$ cat src/rtl/mem_access_unit.sv
// mem_access_unit: load/store bridge between the core memory stage and a
// synchronous data RAM (1-cycle read latency, byte-lane write enables).
// Stores and misaligned requests complete in 1 cycle; loads take 2 cycles.
// req_ready drops while a load waits on RAM data, which stalls the core.
// Optional build macro MEM_BIG_ENDIAN_EN mirrors byte and halfword lanes.
// When it is not defined, lanes are little-endian.

module mem_access_unit #(
  parameter int RAM_AW = 10
) (
  input  logic        clk,
  input  logic        rst,
  // core request side
  input  logic        req_valid,
  input  logic [2:0]  req_op,
  input  logic [31:0] req_addr,
  input  logic [31:0] req_wdata,
  output logic        req_ready,
  // core response side
  output logic        resp_valid,
  output logic [31:0] resp_rdata,
  output logic        adel,
  output logic        ades,
  output logic [31:0] bad_vaddr,
  // data RAM side
  output logic        dce,
  output logic [31:0] daddr,
  output logic [3:0]  we,
  output logic [31:0] din,
  input  logic [31:0] dm
);

  // Operation encodings presented by the core.
  localparam logic [2:0] OP_LB  = 3'b000;
  localparam logic [2:0] OP_LBU = 3'b001;
  localparam logic [2:0] OP_LH  = 3'b010;
  localparam logic [2:0] OP_LHU = 3'b011;
  localparam logic [2:0] OP_LW  = 3'b100;
  localparam logic [2:0] OP_SB  = 3'b101;
  localparam logic [2:0] OP_SH  = 3'b110;
  localparam logic [2:0] OP_SW  = 3'b111;

  typedef enum logic [1:0] {
    IDLE  = 2'd0,
    LWAIT = 2'd1,
    LRESP = 2'd2
  } state_t;

  state_t      state_q;
  logic        resp_valid_q;
  logic [31:0] resp_rdata_q;
  logic        adel_q;
  logic        ades_q;
  logic [31:0] bad_vaddr_q;
  logic [2:0]  ld_op_q;
  logic [1:0]  ld_off_q;

  logic        accept;
  logic        is_store;
  logic        sz_byte;
  logic        sz_half;
  logic        sz_word;
  logic        misaligned;
  logic [3:0]  store_we;
  logic [31:0] store_din;
  logic [31:0] load_data_d;
  logic [7:0]  ld_byte;
  logic [15:0] ld_half;

  // Map a byte offset onto a physical RAM byte lane.
  function automatic logic [1:0] byte_lane(input logic [1:0] off);
`ifdef MEM_BIG_ENDIAN_EN
    return ~off;
`else
    return off;
`endif
  endfunction

  // Decide whether a halfword offset lives in the upper RAM half (bits 31:16).
  function automatic logic half_upper(input logic off1);
`ifdef MEM_BIG_ENDIAN_EN
    return ~off1;
`else
    return off1;
`endif
  endfunction

  // Stalled only while a load waits for RAM data; never ready during reset.
  assign req_ready = !rst && (state_q != LWAIT);
  assign accept    = req_valid && req_ready;

  // Decode the access size and direction, and check natural alignment.
  always_comb begin
    is_store   = 1'b0;
    sz_byte    = 1'b0;
    sz_half    = 1'b0;
    sz_word    = 1'b0;
    misaligned = 1'b0;
    unique case (req_op)
      OP_LB, OP_LBU: sz_byte = 1'b1;
      OP_LH, OP_LHU: sz_half = 1'b1;
      OP_LW:         sz_word = 1'b1;
      OP_SB: begin
        sz_byte  = 1'b1;
        is_store = 1'b1;
      end
      OP_SH: begin
        sz_half  = 1'b1;
        is_store = 1'b1;
      end
      OP_SW: begin
        sz_word  = 1'b1;
        is_store = 1'b1;
      end
      default: sz_word = 1'b1;
    endcase
    if (sz_half && req_addr[0]) begin
      misaligned = 1'b1;
    end
    if (sz_word && (req_addr[1:0] != 2'b00)) begin
      misaligned = 1'b1;
    end
  end

  // Build store lane enables and replicate store data across all lanes, so
  // the RAM picks up the right bytes whichever lanes are enabled.
  always_comb begin
    store_we  = 4'b0000;
    store_din = req_wdata;
    if (sz_byte) begin
      store_we  = 4'b0001 << byte_lane(req_addr[1:0]);
      store_din = {4{req_wdata[7:0]}};
    end else if (sz_half) begin
      store_we  = half_upper(req_addr[1]) ? 4'b1100 : 4'b0011;
      store_din = {2{req_wdata[15:0]}};
    end else begin
      store_we  = 4'b1111;
      store_din = req_wdata;
    end
  end

  // The RAM port is live only in the cycle an aligned request is accepted.
  assign dce   = accept && !misaligned;
  assign we    = (accept && !misaligned && is_store) ? store_we : 4'b0000;
  assign din   = store_din;
  assign daddr = {{(32 - RAM_AW){1'b0}}, req_addr[RAM_AW-1:2], 2'b00};

  // Select the addressed lane(s) from RAM data and extend to 32 bits.
  always_comb begin
    ld_byte     = dm[{byte_lane(ld_off_q), 3'b000} +: 8];
    ld_half     = half_upper(ld_off_q[1]) ? dm[31:16] : dm[15:0];
    load_data_d = dm;
    case (ld_op_q)
      OP_LB:   load_data_d = {{24{ld_byte[7]}}, ld_byte};
      OP_LBU:  load_data_d = {24'h000000, ld_byte};
      OP_LH:   load_data_d = {{16{ld_half[15]}}, ld_half};
      OP_LHU:  load_data_d = {16'h0000, ld_half};
      default: load_data_d = dm;
    endcase
  end

  // Control FSM with registered response, exception and fault-address outputs.
  always_ff @(posedge clk) begin
    if (rst) begin
      state_q      <= IDLE;
      resp_valid_q <= 1'b0;
      resp_rdata_q <= 32'h0000_0000;
      adel_q       <= 1'b0;
      ades_q       <= 1'b0;
      bad_vaddr_q  <= 32'h0000_0000;
      ld_op_q      <= OP_LB;
      ld_off_q     <= 2'b00;
    end else begin
      resp_valid_q <= 1'b0;
      adel_q       <= 1'b0;
      ades_q       <= 1'b0;
      case (state_q)
        IDLE, LRESP: begin
          if (accept) begin
            if (misaligned) begin
              // Faulting access: no RAM cycle, flag the exception next cycle.
              adel_q      <= !is_store;
              ades_q      <= is_store;
              bad_vaddr_q <= req_addr;
              state_q     <= IDLE;
            end else if (is_store) begin
              // Store retires as soon as the write is issued.
              resp_valid_q <= 1'b1;
              resp_rdata_q <= 32'h0000_0000;
              state_q      <= IDLE;
            end else begin
              // Load: remember how to extract the data when it returns.
              ld_op_q  <= req_op;
              ld_off_q <= req_addr[1:0];
              state_q  <= LWAIT;
            end
          end else begin
            state_q <= IDLE;
          end
        end
        LWAIT: begin
          resp_rdata_q <= load_data_d;
          resp_valid_q <= 1'b1;
          state_q      <= LRESP;
        end
        default: state_q <= IDLE;
      endcase
    end
  end

  assign resp_valid = resp_valid_q;
  assign resp_rdata = resp_rdata_q;
  assign adel       = adel_q;
  assign ades       = ades_q;
  assign bad_vaddr  = bad_vaddr_q;

  // A completed access and an address error are mutually exclusive.
  a_resp_exc_excl: assert property (@(posedge clk) disable iff (rst)
    !(resp_valid && (adel || ades)));

  // Byte writes are only ever issued together with a RAM enable.
  a_we_needs_dce: assert property (@(posedge clk) (we != 4'b0000) |-> dce);

  // The core is never told the unit is ready while a load is in flight.
  a_stall_in_lwait: assert property (@(posedge clk) disable iff (rst)
    (state_q == LWAIT) |-> !req_ready);

endmodule
$ cat config.mk
export PLATFORM = sky130hd
export DESIGN_NAME = mem_access_unit
export DESIGN_NICKNAME = d
export VERILOG_FILES = /design/src/rtl/mem_access_unit.sv
export SDC_FILE = /design/constraint.sdc
export NUM_CORES = 1
export LEC_CHECK = 0
export CAP_MARGIN = 20
export CELL_PAD_IN_SITES_DETAIL_PLACEMENT = 0
export CELL_PAD_IN_SITES_GLOBAL_PLACEMENT = 1
export CORE_MARGIN = 2
export CORE_UTILIZATION = 27
export CTS_CLUSTER_SIZE = 10
export DETAILED_ROUTE_END_ITERATION = 16
export GPL_TIMING_DRIVEN = 0
export PLACE_DENSITY = 0.88
export SLEW_MARGIN = 15
export SYNTH_ARGS = -nofsm -noshare
export SYNTH_HDL_FRONTEND = slang
export SYNTH_SLANG_ARGS = --single-unit
export TNS_END_PERCENT = 10
$ cat constraint.sdc
create_clock -name clk -period 2.1 [get_ports clk]
set_input_delay 0.21 -clock clk [delete_from_list [all_inputs] [get_ports clk]]
set_output_delay 0.21 -clock clk [all_outputs]
set_load 0.005 [all_outputs]
# --- After elaboration in Yosys (flattened, before gate mapping) ---
# Index checks and enable logic that the tools add are counted.
classes:
  n_reduce_logical: 23
  n_eq_ne: 16
  shifts: 2
  add_sub_neg: 0
  order_cmp: 0
  multipliers: 0
  n_bitwise: 4
  n_mux: 26
  n_div: 0
ops:
  columns: ["cell", "count"]
  rows:
  - ["two-way mux 32 bit", 5]
  - ["case mux 32 bit (4 select lines)", 1]
  - ["case mux 32 bit (2 select lines)", 1]
  - ["variable part select 32 x 6 -> 8 bit", 1]
  - ["two-way mux 16 bit", 1]
  - ["two-way mux 4 bit", 4]
  - ["== test 3 x 2 -> 1 bit, second input constant", 4]
  - ["== test 3 bit, second input constant", 4]
  - ["two-way mux 1 bit", 11]
  - ["OR reduction 3 bit", 3]
  - ["AND reduction 4 bit", 2]
  - ["== test 3 x 1 -> 1 bit, second input constant", 2]
  - ["logical AND 1 bit", 6]
  - ["zero test 3 bit", 2]
  - ["!= test 2 bit, second input constant", 3]
  - ["inverter 1 bit", 4]
  - ["case mux 2 bit (2 select lines)", 1]
  - ["nonzero test 2 bit", 2]
  - ["OR reduction 2 bit", 2]
  - ["OR reduction 4 bit", 1]
  - ["left shift 1 x 2 -> 4 bit, first input constant", 1]
  - ["zero test 1 bit", 3]
  - ["AND reduction 3 bit", 1]
  - ["== test 2 x 1 -> 1 bit, second input constant", 1]
  - ["other kinds (5)", 5]
word_totals:
  latchBits: 0
  out_inout_bits: 137
  memories: 0
  ramBits: 0
  register_bits: 74
  input_bits: 102
  rom_bits: 0

# --- Logic depth before layout (Yosys ltp) ---
logic_depth:
  ltp_word: 10
  ltp_mapped: 7

# --- Worst setup path before layout ---
# OpenSTA, ideal clock, no wires.
synth_timing:
  kind: "input-to-reg"
  from: "input port req_op[2]"
  to: "register resp_rdata_q[2] (netlist: resp_rdata[2])"
  slack_ps: 418
  arrival_ps: 1561
  path_buffers: 3
  stages: 7
  path_cell_list: "buf_2 -> o21ai_1 -> a2111o_1 -> and2_1 -> buf_6 -> buf_6 -> a221o_1"
synth_between:
  elab_chain_cells: 8
  elab_cells_between_ends: 19
  cone_classes: "eq/ne: 8; mux: 5; reduce/logical: 6"
synth_rtl:
  columns: ["element", "line_no", "source"]
  rows:
  - ["from (decl)", "15", "input logic [2:0] req_op,"]
  - ["== test 3 bit / == test 3 x 2 -> 1 bit (equally long branches)", "99", "unique case (req_op)"]
  - ["OR reduction 3 bit (no source line)", null, null]
  - ["two-way mux 1 bit", "99", null]
  - ["logical AND 1 bit", "117", "if (sz_half && req_addr[0]) begin"]
  - ["two-way mux 1 bit", "117", null]
  - ["two-way mux 1 bit", "120", "if (sz_word && (req_addr[1:0] != 2'b00)) begin"]
  - ["!= test 2 bit (no source line)", null, null]
  - ["AND reduction 4 bit (no source line) *", null, null]
  - ["to (signal assigned)", "202", "resp_rdata_q <= load_data_d;"]
  - ["to (decl)", "51", "logic [31:0] resp_rdata_q;"]
# Mark *: on every way between the ends. The rest lies on a longest branch, timed or not.
# A chain may end at the register's enable or synchronous reset.

# --- Final worst setup path ---
layout_timing:
  from: "register state_q[0]"
  to: "output port we[2]"
layout_between:
  elab_chain_cells: 6
layout_rtl:
  columns: ["element", "line_no", "source"]
  rows:
  - ["from (decl)", "49", "state_t state_q;"]
  - ["from (signal assigned)", "165", "state_q <= IDLE;"]
  - ["from (signal assigned)", "185", "state_q <= IDLE;"]
  - ["from (signal assigned)", "190", "state_q <= IDLE;"]
  - ["!= test 2 x 1 -> 1 bit", "89", "assign req_ready = !rst && (state_q != LWAIT);"]
  - ["logical AND 1 bit", "89", null]
  - ["logical AND 1 bit", "90", "assign accept = req_valid && req_ready;"]
  - ["logical AND 1 bit (2 in series)", "144", "assign we = (accept && !misaligned && is_store) ? store_we : 4'b0000;"]
  - ["two-way mux 4 bit", "144", null]
  - ["to (decl)", "28", "output logic [3:0] we,"]
# No other way between the ends.

==> impl_metrics.toml <==
[synth]
ys_warn_count = 0
synth-edff-count = 0
ys.flop_type = "dfxtp_1"
synth_cells = 497
postSynthAreaPerCell_um2 = 8.333
synth_area_mm2 = 0.004141
synthArstFlopShare = 0
yosysUniqueCellTypes = 42
ys_seq_area_frac = 0.3577
ys_seq_elements = 74

[clock_tree]
clock-sinks = 74
cts_root_buf = "clkbuf_16"
holdBufCountCts = 0
clockBufferDepth = 2
insertion_delay_ns = 0.33
cts_tree = "yes"
numCtsBuffers = 9
path_clk_slew_ns = 0.06
cts-htree-levels = 3

[global_routing]
grt_overflow = 0
grt_pass1_wl_mm = 21.95
antenna_found_initial = 0
grt_pass1_vias = 4136
grt_max_degree = 13
gr-usage-all-layers = 0.1686

[die]
num_rows = 45
die_area_mm2 = 0.01635
die_x_um = 127.9
start_util = 0.2745
fp.dieH_um = 127.9
core_area_mm2 = 0.01509
ios = 239

[worst_hold_path]
hp-start = "req_op[2]"
min_path_type = "primary input to flop"
worstHoldPathCells = 3
hold_path_end = "ld_op_q[1]"

[timing]
fmax_ghz = 0.5007
whs_ns = 0.3292
slew_headroom = 0.5620
period_minus_slack_ns = 1.997
fin_crit_sh = 0.9511
hold_viol = 0
worst_pin_slew_ns = 0.6520
fin_skew_ns = 0.005663
setup_viol = 0
grt_setup_unrepaired = "no"
fin_setup_tns_ns = 0
slew_violations = 0

[drt]
firstDrtPassIters = 5
drc = 0
via_per_inst = 4.677
avgRoutedWirePerCell_um = 15.19
via_count = 4382
wl_mm = 14.23
drt-initial-drc-count = 178
antenna_left = 0

[worst_setup_path]
cp-end-kind = "output pin"
cpLargestDelayFamily = "buffers and inverters"
r2r_cells = 5
start_kind = "flop"
crit_chain = "nand2b_4 -> nor2b_4 -> nand3_4 -> a21oi_1 -> clkdlybuf4s50_1"
timing.rr.start = "ld_off_q[1]"
rrSetupSlack_ns = 0.14
r2r_end = "resp_rdata[11]"
crit_arrival_ns = 1.79
crit_buf_inv = 1
cpPeakStageDelay_ns = 0.52
crit_type = "flop to output pin"
cp.required_ns = 1.89
path_max_fanout = 5
crit_slowest_cell = "clkdlybuf4s50_1"

[layout]
diodes = 0
fin_area_mm2 = 0.007029
area_growth_pct = 69.73
final_nets = 846
final_util = 0.4658
drive_gt1_frac = 0.1282

[placement]
hpwl_mm = 11.00
port_buffers = 211
placed_area_mm2 = 0.006575
gp_congestion = 0.7661

[power]
switching_share = 0.2438
clkPwrFrac = 0.407
p_int_mw = 3.195
p_per_area_mw_per_mm2 = 601.0
p_leak_nw = 2.904
power_mw = 4.225
p_comb_frac = 0.237
ir_drop_mv = 0.3220
p_switching_mw = 1.030
seqPwrFrac = 0.356

[flow_run]
maxCapViolations = 0

[status]
status = "complete, no violations"
==> power by group through the flow <==
stage / Clock [mW] / Sequential (mW) / Combinational [mW]
3_3_place_gp: 0 / 1.53 / 0.973
3_5_place_dp: 0 / 1.53 / 0.974
5_1_grt: 1.82 / 1.51 / 1.09
2_1_floorplan: 0 / 1.54 / 0.410
6_report: 1.72 / 1.50 / 1.00
4_1_cts: 1.76 / 1.50 / 0.999
==> per-stage QoR <==
stage | setup slack (ns) | std cells
global route | 0.01690 | 937
detailed placement | -1.116 | 919
CTS | 0.02771 | 937
floorplan | 0.4177 | 520
finish | 0.1028 | 937
global placement | -1.103 | 919
==> cells by family (layout without fill, tap and decap cells) <==
group / count (synthesis) / count (layout) / share of synthesized area
AO/OA/AOI/OAI: 135 / 135 / 0.2157
AND/OR/NAND/NOR: 162 / 162 / 0.1961
other: 1 / 24 / 0.0009055
multiplexers: 41 / 41 / 0.1106
buffers and inverters: 83 / 312 / 0.1169
XOR/XNOR: 1 / 1 / 0.002115
flip-flops: 74 / 74 / 0.3577
==> Yosys cell counts (2+ instances only) <==
cell type   n  area [µm²]
nor2b_1    31       193.9
a21o_1      5       37.54
buf_6       2       22.52
a221o_1     6       60.06
dfxtp_1    74        1481
o2bb2ai_1  16       140.1
nor3b_1     9       67.56
o211ai_1    2       15.01
mux2_1     29       326.6
buf_2       6       30.03
a32o_1     10       100.1
o21ai_0    20       100.1
nor2_1     18       67.56
o21bai_1   10       75.07
nand2_1    70       262.8
a21oi_1    52       260.3
or3_1       2       12.51
clkbuf_1   26       97.59
and3_1      7       43.79
buf_4      40       300.3
inv_1       9       33.78
o21a_1      2       15.01
mux2_2      9       101.4
mux2i_1     3       30.03
nand2b_1   19       118.9
o21ai_1     4       20.02
==> registers in the layout (all words and copies together) (netlist names) <==
register,cells
resp_rdata,32
ld_off_q,2
ades,1
ld_op_q,3
bad_vaddr,32
adel,1
resp_valid,1
state_q,2
==> worst min-delay path, delay by kind of cell <==
family | cells | cell delay [ns]
compound gates | 2 | 0.23
buf+inv | 1 | 0.16
==> what timing repair did <==
item | 4_1_cts | 5_1_grt
endpoints found under the setup margin | 29 | 20
gates resized for setup | 26 | 15
pin swaps | 2 | 0
buffers inserted | 2 | 0
==> cell type report <==
type,instances,area [µm²]
Fill cell,1512,8060
Timing Repair Buffer,213,2120
Inverter,9,33.78
Multi-Input combinational cell,363,2345
Buffer,74,474.2
Clock buffer,12,266.5
Clock inverter,4,72.57
Sequential cell,74,1483
Tap cell,188,235.2
==> worst max-delay path by stage <==
stage / start / endpoint / slack, ns / cells past startpoint
2_1_floorplan: req_op[2] / resp_rdata[2] / 0.42 / 7
3_3_place_gp: req_op[0] / we[1] / -1.10 / 7
3_5_place_dp: req_op[0] / we[1] / -1.12 / 7
4_1_cts: req_op[0] / din[27] / 0.03 / 7
5_1_grt: ld_off_q[1] / resp_rdata[11] / 0.02 / 5
6_report: state_q[0] / we[2] / 0.10 / 5
==> per-layer routing <==
layer  up-vias  part of all wire  global-route usage
met1      1991              0.43              0.2125
met3        22             0.086             0.04633
met4         0             0.022             0.06076
met2       200              0.47              0.2765
li1       2169                 -                   -
met5         -                 0                   0
==> cells in the final DEF, fill, tap and decap left out, drive strengths merged, types with 5 or more instances in the layout <==
cell type and instances:
clkdlybuf4s50 208, dfxtp 74, nand2 70, buf 54, a21oi 52, mux2 38, clkbuf 35, nor2b 31
conb 24, o21ai 24, nand2b 19, nor2 18, o2bb2ai 16, o21bai 10, a32o 10, nor3b 10
inv 9, and3 7, a221o 6, a21o 5
(Power assumes the default switching activity.)
